===== config.mk =====
export PLATFORM = sky130hd
export DESIGN_NAME = line_rasterizer
export DESIGN_NICKNAME = d
export VERILOG_FILES = /design/src/rtl/line_rasterizer.sv
export SDC_FILE = /design/constraint.sdc
export NUM_CORES = 1
export LEC_CHECK = 0
export CORE_ASPECT_RATIO = 2
export CORE_UTILIZATION = 50
export CTS_BUF_LIST = sky130_fd_sc_hd__clkbuf_16
export DETAILED_ROUTE_END_ITERATION = 8
export DONT_BUFFER_PORTS = 1
export GPL_ROUTABILITY_DRIVEN = 0
export PLACE_DENSITY_LB_ADDON = 0.05
export RECOVER_POWER = 25
export SETUP_SLACK_MARGIN = 0.02
export SYNTH_ARGS = -nofsm -noshare
export SYNTH_HDL_FRONTEND = slang
export SYNTH_SLANG_ARGS = --single-unit

===== constraint.sdc =====
create_clock -name clk -period 6.1 [get_ports clk]
set_input_delay 1.22 -clock clk [delete_from_list [all_inputs] [get_ports clk]]
set_output_delay 1.22 -clock clk [all_outputs]
set_load 0.01 [all_outputs]

===== src/rtl/line_rasterizer.sv =====
// Bresenham line rasterizer: pops endpoints from a line queue and
// streams clipped pixels to a frame-buffer writer over valid/ready.
module line_rasterizer #(
  parameter int SCREEN_W = 1024,
  parameter int SCREEN_H = 768
) (
  input  logic        clk,
  input  logic        rst_b,
  input  logic [10:0] QStartX,
  input  logic [10:0] QStartY,
  input  logic [10:0] QEndX,
  input  logic [10:0] QEndY,
  input  logic [2:0]  QColor,
  input  logic        empty,
  output logic        read,
  output logic [10:0] pixX,
  output logic [10:0] pixY,
  output logic [2:0]  pixColor,
  output logic        pixValid,
  input  logic        pixReady,
  output logic        busy,
  output logic [15:0] linesDrawn
);

  typedef enum logic [1:0] {IDLE, SETUP, DRAW} state_t;

  state_t             state_q, state_d;
  logic        [10:0] cur_x_q, cur_x_d;
  logic        [10:0] cur_y_q, cur_y_d;
  logic        [10:0] end_x_q, end_x_d;
  logic        [10:0] end_y_q, end_y_d;
  logic        [2:0]  col_q, col_d;
  logic signed [13:0] dx_q, dx_d;
  logic signed [13:0] dy_q, dy_d;
  logic signed [13:0] err_q, err_d;
  logic               sxn_q, sxn_d;
  logic               syn_q, syn_d;
  logic        [15:0] lines_q, lines_d;

  logic signed [13:0] ddx, ddy, adx, ady;
  logic signed [14:0] e2, dx15, dy15;
  logic signed [13:0] err_n;
  logic               x_ok, y_ok, in_rng;
  logic               drawing, step, at_end;

  // Deltas between the latched start (held in cur) and end point
  always_comb begin
    ddx  = {{3{end_x_q[10]}}, end_x_q} - {{3{cur_x_q[10]}}, cur_x_q};
    ddy  = {{3{end_y_q[10]}}, end_y_q} - {{3{cur_y_q[10]}}, cur_y_q};
    adx  = ddx[13] ? -ddx : ddx;
    ady  = ddy[13] ? -ddy : ddy;
    e2   = {err_q, 1'b0};
    dx15 = {dx_q[13], dx_q};
    dy15 = {dy_q[13], dy_q};
  end

  // Visibility of the current point and handshake-driven step
  always_comb begin
    x_ok    = !cur_x_q[10] && ({21'd0, cur_x_q} < 32'(SCREEN_W));
    y_ok    = !cur_y_q[10] && ({21'd0, cur_y_q} < 32'(SCREEN_H));
    in_rng  = x_ok && y_ok;
    drawing = (state_q == DRAW);
    step    = drawing && (!in_rng || pixReady);
    at_end  = (cur_x_q == end_x_q) && (cur_y_q == end_y_q);
  end

  // Next-state and pop strobe
  always_comb begin
    state_d = state_q;
    cur_x_d = cur_x_q;
    cur_y_d = cur_y_q;
    end_x_d = end_x_q;
    end_y_d = end_y_q;
    col_d   = col_q;
    dx_d    = dx_q;
    dy_d    = dy_q;
    err_d   = err_q;
    sxn_d   = sxn_q;
    syn_d   = syn_q;
    lines_d = lines_q;
    err_n   = err_q;
    read    = 1'b0;
    unique case (state_q)
      IDLE: begin
        if (!empty) begin
          read    = 1'b1;
          cur_x_d = QStartX;
          cur_y_d = QStartY;
          end_x_d = QEndX;
          end_y_d = QEndY;
          col_d   = QColor;
          state_d = SETUP;
        end
      end
      SETUP: begin
        dx_d    = adx;
        dy_d    = -ady;
        sxn_d   = ddx[13];
        syn_d   = ddy[13];
        err_d   = adx - ady;
        state_d = (col_q == 3'd0) ? IDLE : DRAW;
      end
      DRAW: begin
        if (step) begin
          if (at_end) begin
            state_d = IDLE;
            lines_d = lines_q + 16'd1;
          end else begin
            if (e2 >= dy15) begin
              err_n   = err_n + dy_q;
              cur_x_d = cur_x_q + (sxn_q ? 11'h7FF : 11'h001);
            end
            if (e2 <= dx15) begin
              err_n   = err_n + dx_q;
              cur_y_d = cur_y_q + (syn_q ? 11'h7FF : 11'h001);
            end
            err_d = err_n;
          end
        end
      end
      default: state_d = IDLE;
    endcase
  end

  // State registers with synchronous active-low reset
  always_ff @(posedge clk) begin
    if (!rst_b) begin
      state_q <= IDLE;
      cur_x_q <= '0;
      cur_y_q <= '0;
      end_x_q <= '0;
      end_y_q <= '0;
      col_q   <= '0;
      dx_q    <= '0;
      dy_q    <= '0;
      err_q   <= '0;
      sxn_q   <= 1'b0;
      syn_q   <= 1'b0;
      lines_q <= '0;
    end else begin
      state_q <= state_d;
      cur_x_q <= cur_x_d;
      cur_y_q <= cur_y_d;
      end_x_q <= end_x_d;
      end_y_q <= end_y_d;
      col_q   <= col_d;
      dx_q    <= dx_d;
      dy_q    <= dy_d;
      err_q   <= err_d;
      sxn_q   <= sxn_d;
      syn_q   <= syn_d;
      lines_q <= lines_d;
    end
  end

  // Pixel outputs are zero outside DRAW so reset clears them
  always_comb begin
    pixValid   = drawing && in_rng;
    pixX       = drawing ? cur_x_q : 11'd0;
    pixY       = drawing ? cur_y_q : 11'd0;
    pixColor   = drawing ? col_q : 3'd0;
    busy       = (state_q != IDLE);
    linesDrawn = lines_q;
  end

endmodule


==> results by group, run 1 <==
Power and ir drop
  • Worst vdd ir: between 0.15 and 0.2 mV
  • Power density cells: roughly 430 mW/mm^2
  • Static leakage: between 4 and 5 nW
  • Power Total: between 4 and 5 mW

Placed design
  • Placement Cell Area: 0.009784 sq mm
  • Port Buffer Count: 0
  • Worst slack at placement: 909.5 ps
  • Final HPWL DP: 21,670 um
  • Inst Count DP: roughly 1.5k

Critical path
  • WS Path Type: register to register
  • CP max FO: 5
  • CP required: 6340 ps
  • Reg2Reg Launch Point: dy_q[1]$_SDFFE_PN0P_
  • Critical path capture point type: register
  • Arr. time, crit path: ~5500 ps
  • CP Launch Type: register
  • Reg2Reg Setup Slack: 890 ps
  • Worst setup path start: dy_q[1]$_SDFFE_PN0P_

GRT
  • First-pass GRT wire length: around 43,000 um
  • Vias in the first global route: ~8.6k
  • Remaining Overflow, GRT: 0
  • Initial antenna violation count: 0
  • Largest net degree at the start of global routing: 65
  • Gr usage total: 0.2837

Cells and area
  • Post-route insts no fill: ~1.5k
  • Fin util: 0.5349
  • Nets@finish: 1,378
  • Area of the multi-input gates: between 0.006 and 0.007 sq mm
  • N_diodes: 0
  • Commonest non-fill, non-tap cell in the layout: nor2_1
  • Layout cells sized above 1: 0.06996
  • Most frequent cells in the layout: nor2_1, nand2_1, ha_1, dfxtp_1, a21oi_1
  • Layout fillers: ~1.9k
  • Synth-to-Final Area Change: 5.077%
  • Final Cell Area: ~0.010 sq mm
  • Sequential Area: 0.002182 sq mm

Logic synthesis
  • Yosys top cell by area: dfxtp_1
  • Yosys cell types: 95
  • Post-Synth XOR/XNOR Area: 0.09436
  • Post-synth ARST share: 0
  • Net Count, Synth: roughly 1.4k
  • Top_reg_cell synth: dfxtp_1
  • Mean Syn Cell Area: just under 8 sq um
  • Number of flops mapped to enable cells by yosys: 0
  • Gate Count Post-Synth: roughly 1.2k
  • Post-synth top area share: 0.2276
  • Post-synthesis sequential area ratio: 0.2276
  • Synth Area in Compound Gates: 0.2357
  • Ys Warns: 0
  • Synth area leaders: dfxtp_1, ha_1, nor2_1
  • Synth Register Bits: around 110
  • Post-synthesis mux area share: 0.02897
  • Simple-gate share of the synthesized area: 0.1969
  • Adder-cell share of the synthesized area: 0.1581
  • Synth Cell Area: between 0.009 and 0.01 sq mm
  • Main combinational cell family by area after synthesis: compound AO/OA/AOI/OAI gates

Detailed routing
  • Routed wire length: 26,960 um
  • Drt pass-1 iters: 4
  • Post-DR vias/cell: about 5.8
  • Detail Route Antenna Nets: 0
  • Initial DRC Count: between 200 and 300
  • Avg WL per Cell: 18.34 um
  • Via Count: 8,456
  • Drc violations: 0

Timing
  • Hold Fails Final Rpt: 0
  • TNS Setup: 0 ps
  • Final setup violation count: 0
  • WHS: around 460 ps
  • Peak Freq: 0.1921 GHz
  • RSZ-0062 raised after global routing: false
  • Slew Viols, Final: 65
  • Slew of the pin with the lowest slew margin: between 2000 and 2500 ps
  • Clock skew: 12.55 ps
  • Fin crit share: 0.8535
  • Final setup margin: ~900 ps
  • Rel. slew slack: -0.5239
  • Final min period: 5206 ps

Run status
  • Status: finished with violations
  • Failing checks: max-capacitance violations, max-slew violations

Die
  • Die Y: between 150 and 200 um
  • Starting Density: 0.5090
  • # rows: 71
  • Core box area: 0.01883 sq mm
  • I/O Pins: 95
  • Die width: 99.91 um
  • Die area: ~0.020 sq mm

Worst hold path
  • Worst Hold Class: register to register
  • Hold path startpoint: end_y_q[6]$_SDFFE_PN0P_

CTS
  • Clk buf depth: 2
  • Worst-Skew Late Latency: 370 ps
  • CTS tree: yes
  • Clock sink total: 109
  • Clock slew at reported path FFs: ~80 ps
  • CTS H-tree lvls: 3
  • Postcts setup bufs: 0
  • TritonCTS Buffers: 9
  • Root Buffer: clkbuf_16
  • Post-CTS sizing: 0
  • Hold_buf cts: 0

Run
  • Max_cap viols: 1
-- critical path, stage by stage (launching register included) --
cell,delay (ps)
dfxtp_1,410
inv_1,70
ha_1,270
nor2b_1,120
nor3_1,50
o21ai_0,220
o211ai_1,130
a211o_1,260
a21oi_1,420
mux2i_1,390
inv_1,80
ha_1,300
a211oi_1,310
o21ai_0,210
o31ai_1,380
o21ai_0,230
o41a_1,400
a31oi_1,210
xnor2_1,140
nor2_1,60
xnor2_1,130
a21oi_1,190
a21oi_2,80
-- final cells by class --
type / instances / share of cell area
clock inverters: 6 / 0.006335
inverters: 87 / 0.03254
flip-flops and latches: 109 / 0.2166
multi-input cells: 992 / 0.6815
clock buffers: 9 / 0.02236
repair buffers: 12 / 0.008943
well taps: 255 / 0.03167
-- where the power goes --
group / internal (mW) / switching, mW / total [mW]
clock: 0.318 / 0.290 / 0.608
combinational: 1.20 / 1.68 / 2.88
sequential: 0.790 / 0.0911 / 0.881
-- registers in the layout, indices dropped and copies added (netlist names) --
name and flops:
syn_q 1, err_q 14, sxn_q 1, col_q 3, linesDrawn 16, cur_x_q 11, state_q 2, end_y_q 11
dy_q 14, dx_q 14, cur_y_q 11, end_x_q 11
-- cell families (layout without fill, tap and decap cells) --
kind of cell / after synthesis / in the layout
and+or+nand+nor: 406 / 406
AOI/OAI and AO/OA: 342 / 342
buffers and inverters: 136 / 114
adders and majority gates: 117 / 117
DFF: 109 / 109
xor gates and xnor gates: 99 / 99
muxes: 26 / 26
other: 2 / 2
-- layer usage --
layer | routed length (um) | vias to the layer above | GRT usage | share of wire
met1 | 9922 | 3929 | 0.2826 | 0.37
li1 | - | 4305 | - | -
met3 | 831 | 63 | 0.03247 | 0.031
met2 | 14710 | 159 | 0.5489 | 0.55
met5 | 0 | - | 0 | 0
met4 | 1501 | 0 | 0.1672 | 0.056
-- final timing paths --
path / end / cells past startpoint
setup reg to reg: err_q[13]$_SDFFE_PN0P_ / 22
hold / removal: end_y_q[6]$_SDFFE_PN0P_ / 2
hold reg to reg: end_y_q[6]$_SDFFE_PN0P_ / 2
setup / recovery: err_q[13]$_SDFFE_PN0P_ / 22
-- cell usage after synthesis (3+ instances only) --
cell,count
a311oi_1,7
nand3b_1,4
nand2_1,119
ha_1,109
nand2b_1,18
o311ai_0,4
fa_1,7
mux2_2,14
or4_1,3
a31oi_1,13
a41oi_1,3
nand3_1,21
and3_1,8
and2_1,8
inv_1,85
nor2b_1,14
or3_1,10
dfxtp_1,109
a21o_1,24
buf_1,4
o31ai_1,5
o21ai_1,10
nand4_1,10
o21bai_1,9
nor2_1,148
clkbuf_1,39
o211ai_1,10
or2_2,3
nor3_1,19
a211oi_1,36
xor2_1,41
a211o_1,3
o21ai_0,62
o21a_1,5
a21oi_1,107
a221oi_1,4
a21boi_0,3
mux2i_1,12
xor2_2,3
xnor2_1,53
No activity file was read; power rests on OpenSTA's default activity.
==> run 2: changes to the inputs <==
==> constraint.sdc (replaced) <==
create_clock -name clk -period 5.4 [get_ports clk]
set_input_delay 0.54 -clock clk [delete_from_list [all_inputs] [get_ports clk]]
set_output_delay 0.54 -clock clk [all_outputs]
set_load 0.01 [all_outputs]
==> run 2 against run 1 <==
Against the previous run:
- the flow still finishes with violations (max-capacitance violations, max-slew violations)
- sequential cell count unchanged
- die area did not move
- setup slack worse by 500 ps
==> results by group, run 2 (synthesis results as in run 1) <==
CTS
  • Root Buffer: clkbuf_16
  • Worst-Skew Late Latency: 380 ps (about the same)
  • Clock slew at reported path FFs: 80 ps (about the same)
  • Clock sink total: 109 (unchanged)
  • Post-CTS sizing: 0 (unchanged)
  • TritonCTS Buffers: 9 (unchanged)
  • Clk buf depth: 2 (unchanged)
  • Postcts setup bufs: 0 (unchanged)
  • CTS tree: yes
  • Hold_buf cts: 0 (unchanged)
  • CTS H-tree lvls: 3 (unchanged)

Cells and area
  • Layout fillers: 1,939 (+0.052%)
  • Commonest non-fill, non-tap cell in the layout: nor2_1
  • N_diodes: 0 (unchanged)
  • Nets@finish: 1,377 (-0.073%)
  • Most frequent cells in the layout: nor2_1, nand2_1, ha_1, dfxtp_1, a21oi_1
  • Layout cells sized above 1: 0.06831 (-0.001646)
  • Synth-to-Final Area Change: 5.012% (about the same)
  • Final Cell Area: 0.01007 sq mm (about the same)
  • Max reg flops: 16 (unchanged)

GRT
  • Remaining Overflow, GRT: 0 (unchanged)
  • Largest net degree at the start of global routing: 72 (+11%)
  • Vias in the first global route: 8,514 (-0.48%)
  • First-pass GRT wire length: 42,750 um (-1.1%)
  • Initial antenna violation count: 0 (unchanged)
  • Gr usage total: 0.2812 (-0.002597)

Critical path
  • CP max FO: 13 (+8)
  • Arr. time, crit path: 5310 ps (-140 ps)
  • CP cell instances: inv_1, ha_1, nand2b_1, a21oi_1, o22ai_1, o21ai_1, a2bb2oi_1, buf_4, nor2_1, xnor2_1, ha_1, a21o_1, a21oi_1, nor2b_1, o31a_1, o21ai_0, nand2b_1, a21oi_1, maj3_2, o21ai_1, a211o_1, o211ai_2
  • CP required: 5700 ps (-640 ps)
  • Critical path capture point type: register
  • Crit-path most repeated cell: a21oi_1
  • WS Path Type: register to register
  • CP Launch Type: register
  • Slowest-stage cell, CP: xnor2_1
  • Worst stage delay on the critical path: 460 ps (+40 ps)

Die
  • # rows: 71 (unchanged)
  • Starting Density: 0.5090 (unchanged)
  • I/O Pins: 95 (unchanged)
  • Die area: 0.01976 sq mm (unchanged)
  • Die Y: 197.8 um (unchanged)
  • Core box area: 0.01883 sq mm (unchanged)
  • Die width: 99.91 um (unchanged)

Worst hold path
  • Worst Hold Class: input port to register

Run status
  • Status: finished with violations
  • Failing checks: max-capacitance violations, max-slew violations

Timing
  • Slew of the pin with the lowest slew margin: 3036 ps (+762.2 ps)
  • Clock skew: 16.14 ps (+3.598 ps)
  • RSZ-0062 raised after global routing: false
  • Rel. slew slack: -1.024 (-0.4998)
  • Final min period: 5008 ps (-197.9 ps)
  • Hold Fails Final Rpt: 0 (unchanged)
  • Slew Viols, Final: 175 (+170%)
  • Fin crit share: 0.9275 (+0.07399)
  • Peak Freq: 0.1997 GHz (+4.0%)
  • TNS Setup: 0 ps (unchanged)
  • Final setup violation count: 0 (unchanged)

Detailed routing
  • Post-DR vias/cell: 5.663 (-1.6%)
  • Via Count: 8,324 (-1.6%)
  • Routed wire length: 27,110 um (+0.56%)
  • Initial DRC Count: 224 (-12%)
  • Detail Route Antenna Nets: 0 (unchanged)
  • Drt pass-1 iters: 4 (unchanged)
  • Drc violations: 0 (unchanged)
  • Avg WL per Cell: 18.44 um (+0.56%)

Placed design
  • Final HPWL DP: 21,750 um (+0.37%)
  • Port Buffer Count: 0 (unchanged)
  • Placement Cell Area: 0.009777 sq mm (about the same)

Run
  • Max_cap viols: 3 (+2)

Power and ir drop
  • Worst vdd ir: 0.2028 mV (+9.9%)
  • Power density cells: 491.3 mW/mm^2 (+13%)
  • Static leakage: 4.218 nW (-0.34%)
  • Power Total: 4.946 mW (+13%)
==> run 2: cell count changes in the layout (fill, tap and decap cells not counted), sizes merged <==
cell and change:
inv -1, clkbuf +3, clkinv +2, buf -4
==> run 2: path summary, 6_finish.rpt <==
kind | startpoint | endpoint | slack (ps) | depth (start not counted)
worst max-delay path | cur_x_q[1]$_SDFFE_PN0P_ | err_q[12]$_SDFFE_PN0P_ | 390 | 22
worst min-delay path | QColor[0] | col_q[0]$_SDFFE_PN0P_ | 290 | 2
worst max register to register | cur_x_q[1]$_SDFFE_PN0P_ | err_q[12]$_SDFFE_PN0P_ | 390 | 22
worst min register to register | end_x_q[2]$_SDFFE_PN0P_ | end_x_q[2]$_SDFFE_PN0P_ | 460 | 2
==> run 2: stage by stage <==
step	util	setup WS, ps	hold WS (ps)	std cells
final	0.5345	391.7	292.9	1470
after global routing	0.5345	95.56	286.4	1470
after detailed placement	0.5191	297.5	453.6	1454
after floorplan	-	611.8	436.3	1237
after global placement	0.5191	358.9	445.2	1454
after CTS	0.5349	268.7	291.4	1470
==> run 2: cell type report <==
class	count	area, sq um	area share
clock buffers	9	225.2	0.02237
flip-flops and latches	109	2182	0.2168
clock inverters	7	72.57	0.007209
multi-input cells	992	6869	0.6823
repair buffers	11	71.32	0.007084
well taps	255	319.1	0.03169
inverters	87	327.8	0.03256
==> run 2: metal layers <==
layer / wire length (um) / up-vias / GRT usage
met5: 0 / - / 0
met4: 1535 / 0 / 0.1612
met3: 826 / 59 / 0.04553
met2: 14760 / 158 / 0.5489
met1: 9993 / 3803 / 0.2692
li1: - / 4304 / -
==> run 2: critical path, delay by kind of cell (launching register included) <==
kind | cells | cell delay (ps)
simple gates | 4 | 400
buf+inv | 2 | 350
fa+ha+maj | 3 | 980
xor+xnor | 1 | 460
flops | 1 | 400
compound gates | 12 | 2340
==> run 2: report_power, final <==
group,internal (mW),leakage [nW],total [mW],switching (mW)
clock,0.362,0.144,0.702,0.340
sequential,0.892,0.894,0.992,0.100
combinational,1.36,3.18,3.25,1.89
total,2.62,4.22,4.95,2.33
==> run 3: changes to the inputs <==
==> constraint.sdc (replaced) <==
create_clock -name clk -period 5.8 [get_ports clk]
set_input_delay 0.58 -clock clk [delete_from_list [all_inputs] [get_ports clk]]
set_output_delay 0.58 -clock clk [all_outputs]
set_load 0.01 [all_outputs]
==> run 3 against run 2 <==
Against the previous run:
- utilization barely moved
- largest cell class unchanged
- the flow still finishes with violations (max-capacitance violations, max-slew violations)
- combinational power down 7.1%
- highest routed layer unchanged
- sequential cell count unchanged
- die area stayed put
- largest power group unchanged
- global-route usage about the same
==> results by group, run 3 (synthesis results as in run 1) <==
Power and ir drop
  • Logic pwr share: 0.653 (-0.004)
  • Static leakage: 4.226 nW (+0.19%)
  • Cell internal pwr: 2.467 mW (-5.7%)
  • Power density cells: 459.3 mW/mm^2 (-6.5%)
  • Worst vdd ir: 0.1811 mV (-11%)
  • Clk network pwr share: 0.146 (+0.004)
  • Sw Share: 0.4667 (-0.004442)
  • Switch Pwr: 2.158 mW (-7.4%)
  • Power share of the sequential group: 0.200 (about the same)

CTS
  • Clock sink total: 109 (unchanged)
  • CTS H-tree lvls: 3 (unchanged)
  • Clk buf depth: 2 (unchanged)
  • Root Buffer: clkbuf_16
  • Post-CTS sizing: 0 (unchanged)
  • CTS tree: yes
  • TritonCTS Buffers: 9 (unchanged)
  • Postcts setup bufs: 0 (unchanged)
  • Clock slew at reported path FFs: 80 ps (about the same)
  • Hold_buf cts: 0 (unchanged)
  • Worst-Skew Late Latency: 360 ps (-20 ps)

Cells and area
  • Sequential Area: 0.002182 sq mm (unchanged)
  • Post-route insts no fill: 1,469 (-0.068%)
  • Area of the multi-input gates: 0.006860 sq mm (-0.13%)
  • Most frequent cells in the layout: nor2_1, nand2_1, ha_1, dfxtp_1, a21oi_1
  • Nets@finish: 1,376 (-0.073%)
  • Commonest non-fill, non-tap cell in the layout: nor2_1
  • Fin util: 0.5346 (about the same)
  • Max reg flops: 16 (unchanged)
  • Layout cells sized above 1: 0.06425 (-0.004062)
  • N_diodes: 0 (unchanged)
  • Layout fillers: 1,944 (+0.26%)
  • Synth-to-Final Area Change: 5.025% (about the same)

Detailed routing
  • Initial DRC Count: 284 (+27%)
  • Drc violations: 0 (unchanged)
  • M1 WL: 9935 um (-0.58%)
  • Routed wire length: 27,010 um (-0.36%)
  • Metal2 WL: 14,890 um (+0.91%)
  • Detail Route Antenna Nets: 0 (unchanged)
  • Avg WL per Cell: 18.39 um (-0.29%)
  • Drt pass-1 iters: 6 (+2)
  • Wire length on met3: 726 um (-12%)
  • Post-DR vias/cell: 5.709 (+0.81%)
  • DR top layer: met4
  • Via Count: 8,386 (+0.74%)

Timing
  • Hold Fails Final Rpt: 0 (unchanged)
  • Final setup violation count: 0 (unchanged)
  • Peak Freq: 0.1985 GHz (-0.57%)
  • Fin crit share: 0.8685 (-0.05899)
  • Slew of the pin with the lowest slew margin: 3640 ps (+604.7 ps)
  • Rel. slew slack: -1.427 (-0.4031)
  • TNS Setup: 0 ps (unchanged)
  • Final min period: 5037 ps (+28.82 ps)
  • RSZ-0062 raised after global routing: false
  • Slew Viols, Final: 113 (-35%)
  • Clock skew: 9.557 ps (-6.587 ps)

Die
  • Starting Density: 0.5090 (unchanged)
  • Die Y: 197.8 um (unchanged)
  • # rows: 71 (unchanged)
  • Die area: 0.01976 sq mm (unchanged)
  • I/O Pins: 95 (unchanged)
  • Die width: 99.91 um (unchanged)
  • Core box area: 0.01883 sq mm (unchanged)

Placed design
  • Inst Count DP: 1,453 (-0.069%)
  • Final HPWL DP: 21,690 um (-0.29%)
  • Port Buffer Count: 0 (unchanged)

Critical path
  • CP Launch Type: register
  • Critical path capture point type: register
  • WS Path Type: register to register
  • Slowest-stage cell, CP: a21oi_1
  • CP max FO: 4 (-9)
  • Crit-path most repeated cell: a21o_1
  • Reg2Reg Setup Slack: 760 ps (+370 ps)
  • Arr. time, crit path: 5330 ps (+20 ps)
  • CP required: 6090 ps (+390 ps)
  • CP cell instances: inv_1, ha_1, nand2b_1, a21oi_1, o22ai_1, o21ai_1, a2bb2oi_1, nor2_1, a21oi_1, ha_1, a21o_1, a21o_1, a21o_1, a21o_1, a31oi_1, o21ai_0, o21ai_1, a31oi_1, a311o_1, a21oi_2
  • Worst stage delay on the critical path: 470 ps (about the same)

Run status
  • Failing checks: max-capacitance violations, max-slew violations
  • Status: finished with violations

GRT
  • Vias in the first global route: 8,439 (-0.88%)
  • Initial antenna violation count: 0 (unchanged)
  • Largest net degree at the start of global routing: 77 (+6.9%)
  • Remaining Overflow, GRT: 0 (unchanged)
  • First-pass GRT wire length: 42,810 um (+0.15%)
  • Gr usage total: 0.2813 (about the same)

Worst hold path
  • Worst Hold Class: input port to register

Run
  • Max_cap viols: 2 (-1)
[run 3: through the flow]
step	hold WS (ps)	instance area, sq um	power (mW)	setup WS (ps)
2_1_floorplan	436.3	9587	3.247	1012
3_3_place_gp	446.2	9769	3.928	820.6
3_5_place_dp	449.6	9769	3.949	727.9
4_1_cts	337.8	10080	4.635	687.6
5_1_grt	340.5	10070	4.981	304.4
6_report	346.6	10070	4.625	762.9
[run 3: final cells by class]
cell class                 count  area share
multi-input combinational    992      0.6814
sequential                   109      0.2167
inverter                      87     0.03256
tap                          255     0.03169
clock buffer                   9     0.02237
clock inverter                 7    0.008947
timing repair buffer          10    0.006338
[run 3: path summary, 6_finish.rpt]
check | start | end | cells past startpoint
setup / recovery | cur_x_q[1]$_SDFFE_PN0P_ | err_q[13]$_SDFFE_PN0P_ | 20
hold / removal | QEndY[5] | end_y_q[5]$_SDFFE_PN0P_ | 2
setup reg to reg | cur_x_q[1]$_SDFFE_PN0P_ | err_q[13]$_SDFFE_PN0P_ | 20
hold reg to reg | end_x_q[0]$_SDFFE_PN0P_ | end_x_q[0]$_SDFFE_PN0P_ | 2
[run 3: worst max-delay path: cells and delay by family (launching register included)]
family / cells / cell delay, ps
DFF: 1 / 400
adders and majority gates: 2 / 660
and+or+nand+nor: 2 / 170
buffers and inverters: 1 / 120
AOI/OAI and AO/OA: 15 / 3610
[run 3: metal layers]
metal / global-route usage / up-vias
met5: 0 / -
met4: 0.1634 / 0
met3: 0.03495 / 56
met2: 0.5515 / 137
met1: 0.2730 / 3887
li1: - / 4306
[run 3: power groups by stage]
stage,logic (mW),registers (mW),clock network (mW)
final,3.02,0.927,0.676
after global routing,3.32,0.940,0.715
after CTS,3.02,0.928,0.689
after detailed placement,3.00,0.945,0
after global placement,2.98,0.944,0
after floorplan,2.34,0.906,0
